## config.mk

```make
export PLATFORM = sky130hd
export DESIGN_NAME = uart_boot_loader
export DESIGN_NICKNAME = d
export VERILOG_FILES = /design/src/rtl/uart_boot_loader.sv
export SDC_FILE = /design/constraint.sdc
export NUM_CORES = 1
export LEC_CHECK = 0
export CAP_MARGIN = 10
export CORE_ASPECT_RATIO = 0.8
export CORE_UTILIZATION = 36
export DETAILED_ROUTE_END_ITERATION = 16
export PLACE_DENSITY = 0.59
export RECOVER_POWER = 100
export SYNTH_ARGS = -nofsm -noshare
export SYNTH_HDL_FRONTEND = slang
export SYNTH_SLANG_ARGS = --single-unit
```

## constraint.sdc

```tcl
create_clock -name clk -period 2.9 [get_ports clk]
set_input_delay 0.435 -clock clk [delete_from_list [all_inputs] [get_ports clk]]
set_output_delay 0.435 -clock clk [all_outputs]
set_load 0.03 [all_outputs]
```

## src/rtl/uart_boot_loader.sv

```systemverilog
// uart_boot_loader
//   Receives a program image over a raw UART pin and writes it word by word into
//   the SoC instruction memory. The CPU is held in reset until a checksum-valid
//   image has landed, or until loading is bypassed with boot_en=0.
//   Frame: SYNC_BYTE, len_lo, len_hi (word count), 4*len data bytes (LE words),
//   one XOR checksum byte over the data bytes only.
// Ports
//   clk, reset_n   system clock, async active-low reset
//   boot_en        1 = wait for image, 0 = release CPU straight from IDLE
//   rx_i           raw serial input, idle high, asynchronous to clk
//   mem_we/addr/wdata  one-cycle instruction memory write port
//   cpu_reset_n    core reset, high only in DONE/RUN
//   boot_done      image verified (sticky until reset)
//   boot_err       framing/length/checksum error (cleared by the next SYNC_BYTE)
module uart_boot_loader #(
  parameter int          CLK_FREQ_HZ = 100_000_000,
  parameter int          BAUD        = 115200,
  parameter int          ADDR_WIDTH  = 10,
  parameter logic [7:0]  SYNC_BYTE   = 8'hA5
) (
  input  logic                  clk,
  input  logic                  reset_n,
  input  logic                  boot_en,
  input  logic                  rx_i,
  output logic                  mem_we,
  output logic [ADDR_WIDTH-1:0] mem_addr,
  output logic [31:0]           mem_wdata,
  output logic                  cpu_reset_n,
  output logic                  boot_done,
  output logic                  boot_err
);
  localparam int          CPB     = CLK_FREQ_HZ / BAUD;
  localparam int          HALF    = CPB / 2;
  localparam int          CW      = $clog2(CPB + 1);
  localparam logic [16:0] MAX_LEN = 17'(1 << ADDR_WIDTH);

  // ---------------- serial receiver ----------------
  typedef enum logic [1:0] {RX_IDLE, RX_START, RX_DATA, RX_STOP} rx_state_t;
  rx_state_t   rx_st, rx_nxt;
  logic        rx_s1, rx_s, rx_prev;
  logic [CW-1:0] cnt;
  logic [2:0]  bit_idx;
  logic [7:0]  rx_byte;
  logic        rx_valid, frame_err;
  logic        tick;

  assign tick = (rx_st == RX_START && cnt == CW'(HALF - 1)) ||
                ((rx_st == RX_DATA || rx_st == RX_STOP) && cnt == CW'(CPB - 1));

  always_comb begin
    rx_nxt = rx_st;
    case (rx_st)
      // edge detect, not level: a framing error leaves the line low, and we
      // must not treat that as a fresh start bit
      RX_IDLE:  if (rx_prev && !rx_s) rx_nxt = RX_START;
      RX_START: if (tick) rx_nxt = rx_s ? RX_IDLE : RX_DATA;  // high at mid-start = glitch
      RX_DATA:  if (tick && bit_idx == 3'd7) rx_nxt = RX_STOP;
      RX_STOP:  if (tick) rx_nxt = RX_IDLE;
      default:  rx_nxt = RX_IDLE;
    endcase
  end

  always_ff @(posedge clk or negedge reset_n) begin
    if (!reset_n) begin
      rx_s1 <= 1'b1; rx_s <= 1'b1; rx_prev <= 1'b1;
      rx_st <= RX_IDLE; cnt <= '0; bit_idx <= '0; rx_byte <= '0;
      rx_valid <= 1'b0; frame_err <= 1'b0;
    end else begin
      rx_s1     <= rx_i;
      rx_s      <= rx_s1;
      rx_prev   <= rx_s;
      rx_st     <= rx_nxt;
      rx_valid  <= 1'b0;
      frame_err <= 1'b0;
      cnt       <= (rx_st == RX_IDLE || tick) ? '0 : cnt + 1'b1;
      if (rx_st == RX_START) bit_idx <= '0;
      if (tick && rx_st == RX_DATA) begin
        rx_byte <= {rx_s, rx_byte[7:1]};
        bit_idx <= bit_idx + 1'b1;
      end
      if (tick && rx_st == RX_STOP) begin
        rx_valid  <= rx_s;
        frame_err <= !rx_s;
      end
    end
  end

  // ---------------- loader FSM ----------------
  typedef enum logic [2:0] {S_IDLE, S_LEN_LO, S_LEN_HI, S_DATA, S_CSUM, S_DONE, S_RUN, S_ERR} state_t;
  state_t            st, st_nxt;
  logic [15:0]       len;
  logic [ADDR_WIDTH:0] word_cnt, word_cnt_inc;
  logic [1:0]        byte_idx;
  logic [7:0]        csum;
  logic [31:0]       wbuf;
  logic [16:0]       len_new;

  assign word_cnt_inc = word_cnt + 1'b1;
  assign len_new      = {1'b0, rx_byte, len[7:0]};

  always_comb begin
    st_nxt = st;
    case (st)
      S_IDLE:   if (!boot_en) st_nxt = S_RUN;
                else if (frame_err) st_nxt = S_ERR;
                else if (rx_valid && rx_byte == SYNC_BYTE) st_nxt = S_LEN_LO;
      S_LEN_LO: if (frame_err) st_nxt = S_ERR;
                else if (rx_valid) st_nxt = S_LEN_HI;
      S_LEN_HI: if (frame_err) st_nxt = S_ERR;
                else if (rx_valid) begin
                  if (len_new > MAX_LEN)  st_nxt = S_ERR;
                  else if (len_new == '0) st_nxt = S_CSUM;
                  else                    st_nxt = S_DATA;
                end
      S_DATA:   if (frame_err) st_nxt = S_ERR;
                else if (rx_valid && byte_idx == 2'd3 &&
                         17'(word_cnt_inc) == {1'b0, len}) st_nxt = S_CSUM;
      S_CSUM:   if (frame_err) st_nxt = S_ERR;
                else if (rx_valid) st_nxt = (rx_byte == csum) ? S_DONE : S_ERR;
      S_ERR:    if (rx_valid && rx_byte == SYNC_BYTE) st_nxt = S_LEN_LO;
      default:  st_nxt = st;  // DONE/RUN are terminal
    endcase
  end

  always_ff @(posedge clk or negedge reset_n) begin
    if (!reset_n) begin
      st <= S_IDLE; len <= '0; word_cnt <= '0; byte_idx <= '0; csum <= '0; wbuf <= '0;
      mem_we <= 1'b0; mem_addr <= '0; mem_wdata <= '0;
      cpu_reset_n <= 1'b0; boot_done <= 1'b0; boot_err <= 1'b0;
    end else begin
      st          <= st_nxt;
      mem_we      <= 1'b0;
      cpu_reset_n <= (st == S_DONE || st == S_RUN);
      boot_done   <= (st == S_DONE);
      boot_err    <= (st == S_ERR);
      if (rx_valid) begin
        case (st)
          S_LEN_LO: len[7:0] <= rx_byte;
          S_LEN_HI: begin
            len[15:8] <= rx_byte;
            word_cnt  <= '0;
            byte_idx  <= '0;
            csum      <= '0;
          end
          S_DATA: begin
            wbuf[{byte_idx, 3'b000} +: 8] <= rx_byte;
            csum     <= csum ^ rx_byte;
            byte_idx <= byte_idx + 1'b1;
            if (byte_idx == 2'd3) begin
              mem_we    <= 1'b1;
              mem_addr  <= word_cnt[ADDR_WIDTH-1:0];
              mem_wdata <= {rx_byte, wbuf[23:0]};
              word_cnt  <= word_cnt_inc;
            end
          end
          default: ;
        endcase
      end
    end
  end
endmodule

```

==> flow_metrics.py, run 1 <==
metrics = {
    "die": {
        "fp-row-count": 43,
        "core_um2": 17400,
        "fp.dieW_um": 151,
        "start_util_pct": 36.9,
        "die_area_um2": 18300,
        "io_pins": 50,
        "chipHeight_um": 121,
    },
    "place": {
        "io_buffers": 49,
        "gp_congestion": 0.852,
        "preCtsSetupSlack_ns": 0.578,
        "numPlacedInstances": 930,
        "dpl.hpwl_um": 10100,
    },
    "drt": {
        "num_vias": 4886,
        "viasPerCell": 5.07,
        "ant_nets": 0,
        "wl_per_cell_um": 15.5,
        "drt_iter0_markers": 291,
        "drc": 0,
        "first_pass_iters": 5,
        "wl_um": 14900,
    },
    "synth": {
        "synth_adder_area_share_pct": 1.95,
        "synth_cell_types": 54,
        "muxShareOfSynthArea_pct": 5.13,
        "synthCells": 683,
        "ys_seq_elements": 138,
        "synth_top_flop_cell": "dfrtp_1",
        "synth_area_um2": 6410,
        "async_reset_ff_share_pct": 100,
        "ys_seq_area_share_pct": 53.9,
        "syn_nets": 697,
        "synth_top_family_by_area": "simple AND/OR/NAND/NOR gates",
        "synth_compound_area_share_pct": 10.1,
        "yosysWarnings": 0,
        "yosys.area_share.simple_pct": 21.1,
        "synth_xor_area_share_pct": 4.10,
        "synth_area_per_cell_um2": 9.38,
        "synth_edf_count": 0,
    },
    "clock_tree": {
        "clkLatencyLatePin_ns": 0.42,
        "clk_path_buf_depth": 2,
        "cts_tree": "yes",
        "numCtsBuffers": 17,
        "clk_pin_slew_ns": 0.06,
        "ctsResizeCount": 0,
        "ctsRootBufferMaster": "clkbuf_16",
        "clock-sinks": 138,
        "htreeDepth": 4,
    },
    "setup_path": {
        "crit_path_end_kind": "flip-flop",
        "startpoint_type": "flip-flop",
        "path_class": "reg2reg",
        "crit_fanout": 10,
        "worstPathCellList": "ha_1 > and3_1 > nand3_1 > o31ai_1 > nand4_1 > o21ai_0 > o211ai_1",
        "cp.required_ns": 3.17,
        "startpoint": "word_cnt[0]",
        "worstPathArrival_ns": 2.75,
        "worst_path_max_delay_cell": "dfrtp_1",
        "cp_slowest_stage_delay_ns": 0.51,
        "r2r-start": "word_cnt[0]",
    },
    "final_layout": {
        "final_cells": 963,
        "area_delta_synth_final_pct": 19.9,
        "final_common_cell": "nand2_1",
        "final_nets": 739,
        "final_cell_mix": "201 x nand2_1, 135 x dfrtp_1, 58 x o21ai_0, 48 x dlygate4sd3_1, 29 x nor2_1",
        "diodes": 0,
        "drive_gt1_share_pct": 9.49,
    },
    "hold_path": {
        "hp-start": "rx_s1",
        "hp-class": "reg2reg",
    },
    "power": {
        "ir_worst_vdd_v": 0.000261,
        "intPower_w": 0.00332,
        "p_sw_share_pct": 22.6,
        "p_leak_nw": 3.76,
        "p_per_area_nw_per_um2": 558,
        "p_switching_w": 0.000968,
        "comb_power_share_pct": 3.4,
        "seq_power_share_pct": 47.5,
        "power.total_w": 0.00429,
        "pwr-share-clk_pct": 49.1,
    },
    "timing": {
        "fin_ws_ns": 0.421,
        "fin_tns_setup_ns": 0,
        "fin_crit_ns": 2.48,
        "finalSetupViolCount": 0,
        "slew_violations": 0,
        "hold_viol_final": 0,
        "maxSlewHeadroom_pct": 23.6,
        "whs_ns": 0.360,
        "tightest_slew_ns": 1.13,
        "clock_skew_ns": 0.00764,
        "fin_crit_sh_pct": 85.5,
        "rsz0062_at_grt": "no",
        "fmax_ghz": 0.403,
    },
    "grt": {
        "grt_pass1_wl_um": 25100,
        "grt.total_usage_pct": 17.8,
        "grt_pass1_vias": 4852,
        "grt_overflow": 0,
        "grt_max_degree": 60,
        "antenna_found_initial": 0,
    },
    "run_status": {
        "outcome": "complete, no violations",
    },
    "flow_run": {
        "maxCapViolCount": 0,
    },
}
## cells by family after synthesis
kind of cell,after synthesis
AO/OA/AOI/OAI,106
XOR/XNOR,30
adder cells (fa/ha/maj),10
buffers and inverters,59
flip-flops,138
multiplexers,30
AND/OR/NAND/NOR,310
## critical path: cells and delay by family, from the launching register on
kind | cells | cell delay [ns]
compound gates | 3 | 0.84
flops | 1 | 0.51
simple gates | 3 | 0.58
fa+ha+maj | 1 | 0.40
## cell usage after synthesis, types with 2 or more instances
library cell,number,area [um^2]
and2_1,4,25.0
a21oi_1,10,50.1
dfstp_2,3,78.8
buf_1,2,7.51
or3_1,3,18.8
nor4_1,6,37.5
nand4_1,9,56.3
o31ai_1,8,60.1
ha_1,10,125
o211ai_1,6,45.0
xnor2_1,13,114
xor2_1,17,149
nor3b_1,3,22.5
nand3_1,26,130
and2_0,2,12.5
buf_2,11,55.1
nor2_1,29,109
dfrtp_1,135,3380
inv_1,16,60.1
o21ai_0,55,275
nand2_1,201,754
a22o_1,9,78.8
o21ai_1,3,15.0
a31oi_1,2,12.5
nand4b_1,2,17.5
nand2b_1,5,31.3
clkbuf_1,29,109
mux2i_1,7,70.1
and3_1,5,31.3
nor2b_1,2,12.5
nor3_1,5,25.0
mux2_2,23,259
## registers in the layout, summed over array words and instances, names as in the netlist, named ones only
signal	count
mem_wdata	32
wbuf	24
len	16
word_cnt	11
cnt	10
mem_addr	10
csum	8
rx_byte	8
bit_idx	3
st	3
byte_idx	2
boot_done	1
boot_err	1
cpu_reset_n	1
frame_err	1
mem_we	1
rx_prev	1
rx_s	1
rx_s1	1
rx_st	1
rx_valid	1
## worst paths after layout
path | end | slack (ns) | depth (start not counted)
min in group asynchronous | mem_wdata[17] | 0.77 | 2
max reg2reg | st[1] | 0.42 | 7
min | rx_s | 0.36 | 0
max | st[1] | 0.42 | 7
min reg2reg | rx_s | 0.36 | 0
max in group asynchronous | wbuf[4] | 0.62 | 3
## through the flow
stage / util [%] / area, um^2
floorplan: - / 6410
global placement: 41.1 / 7140
detailed placement: 41.1 / 7140
CTS: 44.4 / 7720
global route: 44.2 / 7690
finish: 44.2 / 7690
## layer usage
layer / track usage, % / up-vias / share of wire (%)
li1: - / 2387 / -
met1: 24.1 / 2376 / 49
met2: 27.9 / 107 / 46
met3: 3.98 / 16 / 4.0
met4: 6.38 / 0 / 1.2
met5: 0 / - / 0
## power by group through the flow
stage / Clock, W / Combinational (W) / Sequential [W]
2_1_floorplan: 0 / 0.0000892 / 0.00206
3_3_place_gp: 0 / 0.000147 / 0.00207
3_5_place_dp: 0 / 0.000156 / 0.00207
4_1_cts: 0.00215 / 0.000157 / 0.00204
5_1_grt: 0.00223 / 0.000176 / 0.00205
6_report: 0.00211 / 0.000146 / 0.00204
## cell type report
| cell class | instances | area [um^2] |
|---|---|---|
| Clock buffer | 21 | 450 |
| Sequential cell | 138 | 3460 |
| Fill cell | 1649 | 9690 |
| Inverter | 17 | 63.8 |
| Timing Repair Buffer | 65 | 594 |
| Clock inverter | 11 | 121 |
| Multi-Input combinational cell | 486 | 2720 |
| Tap cell | 225 | 282 |
## repair_timing
item,CTS,global route
hold endpoints to repair,40,0
setup buffers,0,0
hold buffers,1,0
(Power assumes the default switching activity.)
==> run 2: changes to the inputs <==
CAP_MARGIN = 20   (was 10)
==> results of run 2 <==
Same layout as run 1: the final DEF is identical, and so are final timing and power.
==> run 3: changes to the inputs <==
CORE_UTILIZATION = 58   (was 36)
GPL_TIMING_DRIVEN = 0   (was not set)
PLACE_DENSITY = 0.84   (was 0.59)
==> flow_metrics.py, run 3 (same netlist as run 1, synthesis figures left out) <==
metrics = {
    "timing": {
        "fmax_ghz": 0.369,
        "maxSlewHeadroom_pct": 10.5,
        "clock_skew_ns": 0.00636,
        "tightest_slew_ns": 1.33,
        "slew_violations": 0,
        "finalSetupViolCount": 0,
        "fin_tns_setup_ns": 0,
        "rsz0062_at_grt": "no",
        "fin_crit_ns": 2.71,
        "fin_ws_ns": 0.190,
        "hold_viol_final": 0,
        "fin_crit_sh_pct": 93.4,
    },
    "hold_path": {
        "hp-class": "reg2reg",
    },
    "final_layout": {
        "largest-register": "mem_wdata",
        "final_cell_mix": "201 x nand2_1, 135 x dfrtp_1, 56 x o21ai_0, 48 x dlygate4sd3_1, 33 x clkbuf_1",
        "final_area_um2": 7710,
        "largest_registers": "mem_wdata: 32 flops, wbuf: 24 flops, len: 16 flops",
        "area_delta_synth_final_pct": 20.3,
        "drive_gt1_share_pct": 8.89,
        "final_nets": 767,
        "n_fill_cell": 713,
        "final_common_cell": "nand2_1",
        "seq_area_um2": 3460,
        "largest_register_ffs": 32,
        "multi_input_area_um2": 2710,
        "diodes": 0,
    },
    "die": {
        "core_um2": 10500,
        "fp.dieW_um": 120,
        "chipHeight_um": 96.0,
        "die_area_um2": 11500,
        "io_pins": 50,
        "fp-row-count": 33,
        "start_util_pct": 61.1,
    },
    "place": {
        "dpl.hpwl_um": 10100,
        "gp_congestion": 0.904,
        "placedInstanceArea_um2": 7100,
        "preCtsSetupSlack_ns": 0.334,
        "io_buffers": 49,
    },
    "drt": {
        "first_pass_iters": 5,
        "ant_nets": 0,
        "wl_per_cell_um": 17.0,
        "viasPerCell": 5.82,
        "wl_um": 15400,
        "drc": 0,
        "drt_iter0_markers": 441,
        "num_vias": 5263,
    },
    "setup_path": {
        "cp_slowest_stage_delay_ns": 0.48,
        "crit_family": "simple AND/OR/NAND/NOR gates",
        "startpoint_type": "flip-flop",
        "cp.required_ns": 3.25,
        "worst_path_max_delay_cell": "nand3_1",
        "crit_path_end_kind": "flip-flop",
        "critPathBufInv": 4,
        "worstPathCellList": "buf_2 > nor2b_1 > and2_1 > buf_2 > nand3_1 > inv_2 > clkbuf_1 > nand2_1 > nand2_1",
        "crit_fanout": 10,
        "worstPathArrival_ns": 3.06,
        "path_class": "reg2reg",
    },
    "power": {
        "ir_worst_vdd_v": 0.000513,
        "p_leak_nw": 3.80,
        "power.total_w": 0.00441,
        "p_per_area_nw_per_um2": 572,
    },
    "clock_tree": {
        "htreeDepth": 4,
        "clock-sinks": 138,
        "clkLatencyLatePin_ns": 0.42,
        "ctsResizeCount": 0,
        "cts_tree": "yes",
        "numCtsBuffers": 17,
        "clk_pin_slew_ns": 0.06,
        "ctsRootBufferMaster": "clkbuf_16",
        "clk_path_buf_depth": 2,
    },
    "grt": {
        "grt_pass1_vias": 5106,
        "grt_overflow": 0,
        "grt_pass1_wl_um": 26000,
        "grt_max_degree": 95,
        "antenna_found_initial": 0,
        "grt.total_usage_pct": 29.9,
    },
    "run_status": {
        "outcome": "complete, no violations",
    },
    "flow_run": {
        "maxCapViolCount": 0,
    },
}
## run 3: cell types whose count changed in the layout (fill, tap and decap cells not counted), sizes merged
cell / before / now
buf: 10 / 9
bufinv: 2 / 3
clkbuf: 27 / 53
clkinv: 6 / 5
clkinvlp: 2 / 3
inv: 18 / 19
## run 3: per-layer routing
| metal | share of wire, % | GRT usage [%] | vias to the layer above | wire length (um) |
|---|---|---|---|---|
| met5 | 0 | 0 | - | 0 |
| met4 | 1.9 | 13.0 | 0 | 290 |
| met3 | 5.8 | 5.98 | 26 | 891 |
| met2 | 49 | 49.3 | 208 | 7620 |
| met1 | 43 | 38.9 | 2577 | 6620 |
| li1 | - | - | 2452 | - |
## run 3: cell type report
class	instances	area share (%)
Sequential cell	138	44.8
Multi-Input combinational cell	486	35.2
Timing Repair Buffer	51	6.78
Clock buffer	18	5.70
Tap cell	140	2.27
Clock inverter	13	2.21
Buffer	42	2.17
Inverter	17	0.828
## run 3: path summary, 6_finish.rpt
path / from / endpoint / slack, ns / depth (start not counted)
setup / recovery: st[1] / mem_wdata[9] / 0.19 / 9
max in group asynchronous: reset_n / rx_prev / 1.06 / 3
min in group asynchronous: reset_n / mem_wdata[21] / 0.77 / 2
hold / removal: rx_s1 / rx_s / 0.37 / 0
hold reg to reg: rx_s1 / rx_s / 0.37 / 0
setup reg to reg: st[1] / mem_wdata[9] / 0.19 / 9
## run 3: repair_timing
item	4_1_cts	5_1_grt
hold buffers	1	0
buffers inserted	0	0
hold endpoints to repair	44	0
## run 3: worst register-to-register path, cell delays in order (launching register included)
cell,delay (ns)
dfrtp_1,0.31
buf_2,0.18
nor2b_1,0.35
and2_1,0.17
buf_2,0.21
nand3_1,0.48
inv_2,0.38
clkbuf_1,0.38
nand2_1,0.11
nand2_1,0.08
## run 3: stage by stage
stage | cells | util [%] | hold slack [ns]
detailed placement | 873 | 67.7 | 0.351
floorplan | 683 | - | 0.139
finish | 905 | 73.5 | 0.366
global placement | 872 | 67.5 | 0.347
global route | 905 | 73.5 | 0.374
CTS | 905 | 73.6 | 0.359
## run 3: where the power goes
group	switching [W]	total (W)	leakage, nW	internal [W]
Clock	0.000841	0.00222	0.289	0.00138
Combinational	0.0000878	0.000151	1.62	0.0000629
Sequential	0.0000643	0.00204	1.89	0.00198
Total	0.000993	0.00441	3.80	0.00342
